<file path="config.mk">
export PLATFORM = sky130hd
export DESIGN_NAME = alu_issue_ctrl
export DESIGN_NICKNAME = d
export VERILOG_FILES = /design/src/rtl/alu_issue_ctrl_pkg.sv /design/src/rtl/alu_issue_decode.sv /design/src/rtl/alu_issue_ctrl.sv
export SDC_FILE = /design/constraint.sdc
export NUM_CORES = 1
export LEC_CHECK = 0
export ABC_AREA = 1
export BUFFER_PORTS_ARGS = -buffer_cell sky130_fd_sc_hd__buf_2
export CORE_ASPECT_RATIO = 0.8
export CORE_UTILIZATION = 47
export DETAILED_ROUTE_END_ITERATION = 7
export PLACE_DENSITY = 0.92
export SLEW_MARGIN = 30
export SYNTH_ARGS = -nofsm -noshare
export SYNTH_HDL_FRONTEND = slang
export SYNTH_SLANG_ARGS = --single-unit
export TNS_END_PERCENT = 20
</file>
<file path="constraint.sdc">
create_clock -name clk -period 6.6 [get_ports clk]
set_clock_uncertainty 0.1 [all_clocks]
set_input_delay 1.98 -clock clk [delete_from_list [all_inputs] [get_ports clk]]
set_output_delay 1.98 -clock clk [all_outputs]
set_load 0.005 [all_outputs]
</file>
<file path="src/rtl/alu_issue_ctrl_pkg.sv">
// Shared types and constants for the ALU issue controller: FSM states,
// opcode/opext encodings, instruction field positions and PSR flag indices.
package alu_issue_ctrl_pkg;

  localparam int unsigned INSTR_W = 16;
  localparam int unsigned DATA_W  = 16;
  localparam int unsigned REG_AW  = 4;
  localparam int unsigned FLAG_W  = 5;
  localparam int unsigned FIELD_W = 4;
  localparam int unsigned IMM8_W  = 8;

  localparam int unsigned OPC_HI = 15;
  localparam int unsigned OPC_LO = 12;
  localparam int unsigned RD_HI  = 11;
  localparam int unsigned RD_LO  = 8;
  localparam int unsigned EXT_HI = 7;
  localparam int unsigned EXT_LO = 4;
  localparam int unsigned RS_HI  = 3;
  localparam int unsigned RS_LO  = 0;
  localparam int unsigned IMM_HI = 7;
  localparam int unsigned IMM_LO = 0;

  localparam int unsigned FLAG_C = 4;
  localparam int unsigned FLAG_L = 3;
  localparam int unsigned FLAG_F = 2;
  localparam int unsigned FLAG_Z = 1;
  localparam int unsigned FLAG_N = 0;

  localparam logic [FIELD_W-1:0] OPC_REG   = 4'b0000;
  localparam logic [FIELD_W-1:0] OPC_ADDI  = 4'b0101;
  localparam logic [FIELD_W-1:0] OPC_ADDUI = 4'b0110;
  localparam logic [FIELD_W-1:0] OPC_ADDCI = 4'b0111;
  localparam logic [FIELD_W-1:0] OPC_SHIFT = 4'b1010;

  localparam logic [FIELD_W-1:0] EXT_AND    = 4'b0001;
  localparam logic [FIELD_W-1:0] EXT_ADD    = 4'b0101;
  localparam logic [FIELD_W-1:0] EXT_ADDU   = 4'b0110;
  localparam logic [FIELD_W-1:0] EXT_ADDC   = 4'b0111;
  localparam logic [FIELD_W-1:0] EXT_SH_REG = 4'b0101;
  localparam logic [FIELD_W-1:0] EXT_SH_IMM = 4'b0110;

  typedef enum logic [1:0] {
    ST_IDLE   = 2'd0,
    ST_DECODE = 2'd1,
    ST_EXEC   = 2'd2,
    ST_WB     = 2'd3
  } state_e;

  typedef enum logic [1:0] {
    IMM_NONE = 2'd0,
    IMM_LO8  = 2'd1,
    IMM_LO4  = 2'd2
  } imm_sel_e;

  function automatic logic [FIELD_W-1:0] f_opc(input logic [INSTR_W-1:0] i);
    return i[OPC_HI:OPC_LO];
  endfunction

  function automatic logic [FIELD_W-1:0] f_ext(input logic [INSTR_W-1:0] i);
    return i[EXT_HI:EXT_LO];
  endfunction

  function automatic logic [REG_AW-1:0] f_rd(input logic [INSTR_W-1:0] i);
    return i[RD_HI:RD_LO];
  endfunction

  function automatic logic [REG_AW-1:0] f_rs(input logic [INSTR_W-1:0] i);
    return i[RS_HI:RS_LO];
  endfunction

  function automatic logic [IMM8_W-1:0] f_imm8(input logic [INSTR_W-1:0] i);
    return i[IMM_HI:IMM_LO];
  endfunction

endpackage

</file>
<file path="src/rtl/alu_issue_decode.sv">
// Combinational instruction classifier: legality plus immediate operand form.
module alu_issue_decode
  import alu_issue_ctrl_pkg::*;
(
  input  logic [3:0] opcode,
  input  logic [3:0] opext,
  output logic       legal,
  output logic [1:0] imm_sel,
  output logic       sign_ext
);

  always_comb begin
    legal    = 1'b0;
    imm_sel  = IMM_NONE;
    sign_ext = 1'b0;
    case (opcode)
      OPC_REG: begin
        legal = (opext == EXT_AND) || (opext == EXT_ADD) ||
                (opext == EXT_ADDU) || (opext == EXT_ADDC);
      end
      OPC_ADDI, OPC_ADDCI: begin
        legal    = 1'b1;
        imm_sel  = IMM_LO8;
        sign_ext = 1'b1;
      end
      OPC_ADDUI: begin
        legal   = 1'b1;
        imm_sel = IMM_LO8;
      end
      OPC_SHIFT: begin
        if (opext == EXT_SH_REG) begin
          legal = 1'b1;
        end else if (opext == EXT_SH_IMM) begin
          legal   = 1'b1;
          imm_sel = IMM_LO4;
        end
      end
      default: legal = 1'b0;
    endcase
  end

endmodule

</file>
<file path="src/rtl/alu_issue_ctrl.sv">
// Four-state issue controller: accepts an instruction, reads operands, drives
// the external ALU, then writes the result and flags back.
module alu_issue_ctrl
  import alu_issue_ctrl_pkg::*;
#(
  parameter logic [4:0] PSR_RST = 5'b00000
) (
  input  logic        clk,
  input  logic        rst_n,
  input  logic        instr_valid,
  output logic        instr_ready,
  input  logic [15:0] instr,
  output logic [3:0]  rf_raddr_a,
  output logic [3:0]  rf_raddr_b,
  input  logic [15:0] rf_rdata_a,
  input  logic [15:0] rf_rdata_b,
  output logic [15:0] alu_a,
  output logic [15:0] alu_b,
  output logic [3:0]  alu_opcode,
  output logic [3:0]  alu_opext,
  output logic        alu_carry,
  input  logic [15:0] alu_s,
  input  logic [4:0]  alu_clfzn,
  output logic        rf_we,
  output logic [3:0]  rf_waddr,
  output logic [15:0] rf_wdata,
  output logic [4:0]  psr,
  output logic        illegal,
  output logic        busy
);

  state_e              state_q, state_d;
  logic [INSTR_W-1:0]  instr_q, instr_d;
  logic [REG_AW-1:0]   raddr_a_q, raddr_a_d;
  logic [REG_AW-1:0]   raddr_b_q, raddr_b_d;
  logic [DATA_W-1:0]   res_q, res_d;
  logic [FLAG_W-1:0]   flags_q, flags_d;
  logic [FLAG_W-1:0]   psr_q, psr_d;
  logic [REG_AW-1:0]   rf_waddr_q, rf_waddr_d;
  logic                rf_we_q, rf_we_d;
  logic                illegal_q, illegal_d;
  logic                ready_q, ready_d;
  logic                busy_q, busy_d;

  logic                dec_legal;
  logic [1:0]          dec_imm_sel;
  logic                dec_sign_ext;

  alu_issue_decode u_decode (
    .opcode   (f_opc(instr_q)),
    .opext    (f_ext(instr_q)),
    .legal    (dec_legal),
    .imm_sel  (dec_imm_sel),
    .sign_ext (dec_sign_ext)
  );

  // Next-state and registered-output logic.
  always_comb begin
    state_d    = state_q;
    instr_d    = instr_q;
    raddr_a_d  = raddr_a_q;
    raddr_b_d  = raddr_b_q;
    res_d      = res_q;
    flags_d    = flags_q;
    psr_d      = psr_q;
    rf_waddr_d = rf_waddr_q;
    rf_we_d    = 1'b0;
    illegal_d  = 1'b0;
    case (state_q)
      ST_IDLE: begin
        if (instr_valid && ready_q) begin
          state_d   = ST_DECODE;
          instr_d   = instr;
          raddr_a_d = f_rd(instr);
          raddr_b_d = f_rs(instr);
        end
      end
      ST_DECODE: begin
        if (dec_legal) begin
          state_d = ST_EXEC;
        end else begin
          state_d   = ST_IDLE;
          illegal_d = 1'b1;
        end
      end
      ST_EXEC: begin
        state_d    = ST_WB;
        res_d      = alu_s;
        flags_d    = alu_clfzn;
        rf_we_d    = 1'b1;
        rf_waddr_d = f_rd(instr_q);
      end
      ST_WB: begin
        state_d = ST_IDLE;
        psr_d   = flags_q;
      end
      default: state_d = ST_IDLE;
    endcase
    ready_d = (state_d == ST_IDLE);
    busy_d  = (state_d != ST_IDLE);
  end

  always_ff @(posedge clk or negedge rst_n) begin
    if (!rst_n) begin
      state_q    <= ST_IDLE;
      instr_q    <= '0;
      raddr_a_q  <= '0;
      raddr_b_q  <= '0;
      res_q      <= '0;
      flags_q    <= '0;
      psr_q      <= PSR_RST;
      rf_waddr_q <= '0;
      rf_we_q    <= 1'b0;
      illegal_q  <= 1'b0;
      ready_q    <= 1'b1;
      busy_q     <= 1'b0;
    end else begin
      state_q    <= state_d;
      instr_q    <= instr_d;
      raddr_a_q  <= raddr_a_d;
      raddr_b_q  <= raddr_b_d;
      res_q      <= res_d;
      flags_q    <= flags_d;
      psr_q      <= psr_d;
      rf_waddr_q <= rf_waddr_d;
      rf_we_q    <= rf_we_d;
      illegal_q  <= illegal_d;
      ready_q    <= ready_d;
      busy_q     <= busy_d;
    end
  end

  // ALU operands follow the register file read data the cycle it arrives.
  always_comb begin
    alu_a      = '0;
    alu_b      = '0;
    alu_opcode = '0;
    alu_opext  = '0;
    alu_carry  = 1'b0;
    if (state_q == ST_EXEC) begin
      alu_a      = rf_rdata_a;
      alu_opcode = f_opc(instr_q);
      alu_opext  = f_ext(instr_q);
      alu_carry  = psr_q[FLAG_C];
      case (dec_imm_sel)
        IMM_LO8: alu_b = dec_sign_ext ? DATA_W'($signed(f_imm8(instr_q)))
                                      : DATA_W'(f_imm8(instr_q));
        IMM_LO4: alu_b = DATA_W'(f_rs(instr_q));
        default: alu_b = rf_rdata_b;
      endcase
    end
  end

  assign instr_ready = ready_q;
  assign busy        = busy_q;
  assign illegal     = illegal_q;
  assign rf_raddr_a  = raddr_a_q;
  assign rf_raddr_b  = raddr_b_q;
  assign rf_we       = rf_we_q;
  assign rf_waddr    = rf_waddr_q;
  assign rf_wdata    = res_q;
  assign psr         = psr_q;

endmodule

</file>
Word-level counts from Yosys, hierarchy flattened
Index checks and enable logic that the tools add are counted.
{ "totals": {"input_bits": 72, "wordCells": 56, "ff_bits": 60, "output_inout_bits": 78} }
{ "classes": {"eq_ne": 13, "mux": 20, "n_reduce_logical": 11} }
{ "op_table": {"columns": ["operator", "count"], "rows": [
  ["16-bit 2-to-1 mux", 3],
  ["16-bit case mux with 2 select lines", 1],
  ["4-bit by 3-bit equality test with 1-bit output, second input constant", 6],
  ["2-bit 2-to-1 mux", 4],
  ["4-bit 2-to-1 mux", 2],
  ["2-bit case mux with 4 select lines", 1],
  ["1-bit 2-to-1 mux", 7],
  ["2-bit equality test, second input constant", 3],
  ["2-bit by 1-bit equality test with 1-bit output, second input constant", 2],
  ["4-bit by 1-bit equality test with 1-bit output, second input constant", 1],
  ["4-bit equality test, second input constant", 1],
  ["2-bit logical NOT", 2],
  ["4-bit logical NOT", 1],
  ["2-bit case mux with 2 select lines", 1],
  ["1-bit logical OR", 3],
  ["1-bit case mux with 3 select lines", 1],
  ["3-bit OR reduction", 1],
  ["2-bit AND reduction", 1],
  ["2-bit nonzero test", 1],
  ["2-bit OR reduction", 1],
  ["1-bit logical AND", 1]
]} }

Logic depth before layout (Yosys ltp)
{ "depth": {"word_depth": 8, "mapped_depth": 10, "depth_no_buf": 9} }

Hierarchy
From an unflattened synthesis, not the netlist that was laid out.
{ "unflattened": {"cells_unflattened": 361, "hier_area_um2": 2696.3} }
{ "by_module_without_submodules": {"columns": ["module", "n_inst", "cells_per_inst", "seq_area_each_um2", "area_per_inst_um2"], "rows": [
  ["alu_issue_ctrl", 1, 336, 1302.5, 2592.5],
  ["alu_issue_decode", 1, 25, 0.0, 103.8]
]} }

Least setup slack after synthesis
No wires, ideal clock.
{ "synth_path": {"path_type": "input port to output port", "start": "input rf_rdata_b[4]", "end": "output alu_b[4]", "t_arrival_ps": 2175, "path_stages": 2, "t_required_ps": 4520, "setup_slack_ps": 2345, "n_path_buf": 0, "cell_sequence": "nand2_1 > a21oi_1"} }
{ "synth_via": {"elab_chain_cells": 2} }
{ "synth_lines": {"columns": ["item", "line_no", "source"], "rows": [
  ["from (decl)", "alu_issue_ctrl.sv:16", "input logic [15:0] rf_rdata_b,"],
  ["16-bit case mux with 2 select lines", "alu_issue_ctrl.sv:145", "case (dec_imm_sel)"],
  ["16-bit 2-to-1 mux", "alu_issue_ctrl.sv:140", "if (state_q == ST_EXEC) begin"],
  ["to (decl)", "alu_issue_ctrl.sv:18", "output logic [15:0] alu_b,"]
]} }
No other way between the ends.

Worst setup path after layout
{ "layout_path": {"start": "register instr_q[15]", "end": "output alu_b[0]"} }
{ "layout_via": {"elab_chain_cells": 6, "elab_cells_between_ends": 10, "cone_classes": "6 x eq/ne; 3 x mux; 1 x reduce/logical"} }
{ "layout_lines": {"columns": ["item", "line_no", "source"], "rows": [
  ["from (decl)", "alu_issue_ctrl.sv:33", "logic [INSTR_W-1:0] instr_q, instr_d;"],
  ["from (signal assigned)", "alu_issue_ctrl.sv:119", "instr_q <= instr_d;"],
  ["4-bit by 3-bit equality test with 1-bit output", "alu_issue_decode.sv:16", "case (opcode)"],
  ["3-bit OR reduction (no source line)", null, null],
  ["2-bit case mux with 2 select lines *", "alu_issue_decode.sv:16", null],
  ["2-bit equality test or 2-bit by 1-bit equality test with 1-bit output (tied branches)", "alu_issue_ctrl.sv:145", null],
  ["16-bit case mux with 2 select lines *", "alu_issue_ctrl.sv:145", null],
  ["16-bit 2-to-1 mux *", "alu_issue_ctrl.sv:140", null]
]} }
Every way passes the cells marked *; elsewhere a longest branch is shown, timed or not.

==> results by stage <==
Run status:
- The run finished with clean final reports.

STA:
- The normalized max-slew margin is 0.4380.
- The share of the clock period used by the worst path is 0.6917.
- The final setup violation count is 0.
- The worst hold slack after final layout is 373.4 ps.
- After layout, the minimum clock period comes to 4565 ps.
- The worst setup slack after layout is 2035 ps.
- For the pin with the worst max-slew slack, the measured transition is 843.0 ps.
- Timing would allow up to 219.1 MHz.
- The total count of max-transition violations in the final report was 0.
- The setup total negative slack is 0 ps.
- Setup repair after global routing left no endpoint under its margin.
- The count of endpoints failing hold in the final timing report is 0.

Synth:
- The most frequently used cell type in the post-synthesis netlist is sky130_fd_sc_hd__nand2_1.
- Of all flip-flops after synthesis, the portion carrying an async set or reset was 1.000.
- The number of synthesized register bits is 52.
- The cell area after technology mapping is 2492 um^2.
- In this run, distinct cell masters in the synthesized netlist total 24.
- The prevailing post-synth register cell is sky130_fd_sc_hd__dfrtp_1.
- The top cell type's share of synthesized area is 0.5120.
- The dominant cell type by area after synthesis is sky130_fd_sc_hd__dfrtp_1.
- Counting every instance in the synthesized netlist gives 315.
- In the post-synthesis netlist, the biggest area contributors are sky130_fd_sc_hd__dfrtp_1 (51%), sky130_fd_sc_hd__nand2_1 (13%), sky130_fd_sc_hd__nor2_1 (8.3%), sky130_fd_sc_hd__inv_1 (5.7%), sky130_fd_sc_hd__o21ai_0 (3.2%).
- The average instance in the mapped netlist occupies 7.912 um^2.
- The net count after synthesis is 389.
- The number of enable-type register cells in the synthesized netlist is 0.
- The portion of the post-synthesis area used by sequential elements is 0.5226.
- The number of warning messages in the yosys log is 0.
- Counting instances in the post-synthesis netlist gives the leading cell types as sky130_fd_sc_hd__nand2_1 (89), sky130_fd_sc_hd__nor2_1 (55), sky130_fd_sc_hd__dfrtp_1 (51).

Power:
- Of the total power, the share spent switching nets is 0.4064.
- For this design the total switching power over the nets is 0.5620 mW.
- The share of total power dissipated in combinational logic is 0.456.
- The worst voltage drop across the vdd grid is 0.3308 mV.
- The power share of the sequential group is 0.410.
- Of the total power, the clock network draws 0.134.
- The total power draw is 1.383 mW.
- For this design the static power due to leakage is 2.034 nW.
- For this design the ratio of total power to cell area is 419.2 nW/um^2.
- The internal power contribution is 0.8211 mW.

GRT:
- The largest net degree at the start of global routing is 54.
- The wire length of the first global-routing pass is 10030 um.
- The global route total overflow is 0.
- The total routing usage reported by global routing is 0.2232.
- The number of global-route vias before repair is 2213.
- The number of antenna violations at the first check in global routing is 0.

Die:
- The die boundary height is 67.14 um.
- The floorplan has 23 rows.
- The die is 83.42 um wide.
- The floorplan step defined a die boundary enclosing 5600 um^2.
- The region available for standard cell placement spans 5065 um^2.
- The I/O pin count is 150.
- For this configuration, the core starts out at a cell density of 0.4921.

Clocking:
- The clock passes through at most 2 buffers.
- For this design, the CTS-stage hold fixing added 0 buffers.
- The count of cells resized by post-cts repair is 0.
- The clock transition at the registers of the reported paths is 90 ps.
- After clock tree synthesis, the setup repair step added 0 buffers.
- The tree is rooted in a sky130_fd_sc_hd__clkbuf_8.
- TritonCTS built the clock tree.
- The level count of the clock H-tree is 2.
- TritonCTS created 5 clock buffers.
- At the later pin of the worst-skew pair, clock insertion delay measures 300 ps.
- The number of clock sinks is 52.

Detailed routing:
- The number of DRC markers after the initial detailed-route iteration is 98.
- The detailed-route DRC error count is 0.
- The total detailed-routing wirelength is 6152 um.
- Once detail routing completed, the nets flagged for antenna violations numbered 0.
- The mean routed wirelength per cell is 11.95 um.
- The via total after detailed routing is 2415.
- The post-detailed-route via-to-cell ratio is 4.689.
- The number of detailed-routing iterations run before antenna repair is 5.

Place:
- The number of placed instances, taps included, is 507.
- The number of I/O port buffers is 149.
- OpenSTA, run right after detailed placement, puts the worst setup slack at 2115 ps.
- The instance area at placement is 3206 um^2.
- The placer's final routability congestion estimate is 0.8150.
- The HPWL after detailed placement is 4621 um.

Setup path:
- At the worst endpoint, the required time is 4520 ps.
- Along the worst path, the maximum fanout reaches 15.
- The nature of the critical path endpoint is a primary output.
- STA classifies the critical path startpoint as a register.
- The count of cells along the worst register-to-register path is 3.
- The critical path is of the register to primary output type.
- The worst path arrival time is 2490 ps.

Cells and area:
- The layout overhead on the synthesized area is 32.38%.
- The finished cells cover 3299 um^2.
- The final non-filler cell total is 515.
- At the end of the flow, the number of nets in the layout was 526.
- The share of the core filled with cells is 0.6514.
- The repair_antennas step left the layout with diodes totalling 0.
- The fraction of final layout cells sized beyond drive strength 1 is 0.3819.

Worst hold path:
- The min-delay analysis places its worst path in the category register to register.
- The count of cells along the worst hold path is 2.

Flow run:
- The number of violations of the max-capacitance limit is 0.
flip-flops by register name, summed over array words and instances (netlist names):
name and cells:
illegal 1, rf_we 1, rf_wdata 16, instr_q 16
rf_waddr 4, busy 1, psr 5, instr_ready 1
flags_q 5, state_q 2
cells in the final DEF (no fill, tap or decap), types with 2 or more instances in the layout:
cell	count
sky130_fd_sc_hd__nand2_1	89
sky130_fd_sc_hd__ha_1	2
sky130_fd_sc_hd__nor2_1	55
sky130_fd_sc_hd__nor3_1	2
sky130_fd_sc_hd__mux2_2	6
sky130_fd_sc_hd__a21oi_1	14
sky130_fd_sc_hd__or2_2	2
sky130_fd_sc_hd__inv_2	2
sky130_fd_sc_hd__nand3_1	10
sky130_fd_sc_hd__clkbuf_8	6
sky130_fd_sc_hd__inv_1	38
sky130_fd_sc_hd__o21ai_0	16
sky130_fd_sc_hd__buf_2	149
sky130_fd_sc_hd__dfrtp_1	51
routing by layer:
| metal | global-route usage | wire length [um] | vias up |
|---|---|---|---|
| li1 | - | - | 1218 |
| met1 | 0.2747 | 2702 | 1126 |
| met2 | 0.4006 | 3053 | 64 |
| met3 | 0.05746 | 359 | 7 |
| met4 | 0.05720 | 37 | 0 |
| met5 | 0 | 0 | - |
worst max-delay path, stage by stage (launching register included):
cell,delay [ps]
sky130_fd_sc_hd__dfrtp_1,420
sky130_fd_sc_hd__inv_1,100
sky130_fd_sc_hd__nand2_1,70
sky130_fd_sc_hd__or2_2,300
sky130_fd_sc_hd__inv_1,70
sky130_fd_sc_hd__ha_1,330
sky130_fd_sc_hd__inv_1,380
sky130_fd_sc_hd__nand2_1,190
sky130_fd_sc_hd__o21ai_0,200
sky130_fd_sc_hd__buf_2,140
worst paths after layout:
kind | slack (ps) | start | end
max | 2030 | instr_q[15]$_DFFE_PN0P_ | alu_b[0]
min | 370 | rf_wdata[13]$_DFFE_PN0P_ | rf_wdata[13]$_DFFE_PN0P_
max reg2reg | 4720 | state_q[0]$_DFF_PN0_ | instr_q[1]$_DFFE_PN0P_
min reg2reg | 370 | rf_wdata[13]$_DFFE_PN0P_ | rf_wdata[13]$_DFFE_PN0P_
max in group asynchronous | 4300 | rst_n | instr_q[2]$_DFFE_PN0P_
min in group asynchronous | 1680 | rst_n | instr_q[15]$_DFFE_PN0P_
logic make-up (layout without fill, tap and decap cells):
group,count (synthesis),in the layout,share of synthesized area
mux,6,6,0.02711
buf+inv,60,198,0.1074
simple gates,162,162,0.2641
fa+ha+maj,2,2,0.01004
compound gates,33,33,0.06878
flops,52,52,0.5226
final cells by class:
type	instances	area, um^2
sequential	52	1303
tap	62	77.57
clock inverter	1	7.507
fill	444	1765
clock buffer	7	86.33
timing repair buffer	150	753.2
multi-input combinational	203	922.1
inverter	40	150.1
power by group through the flow:
stage                     Combinational (mW)  Clock, mW  Sequential (mW)
after floorplan                        0.410          0            0.565
after global placement                 0.613          0            0.563
after detailed placement               0.642          0            0.570
after CTS                              0.641      0.192            0.566
after global routing                   0.726      0.203            0.586
final                                  0.631      0.185            0.567
Note: power is estimated with default switching activity, not from simulation.
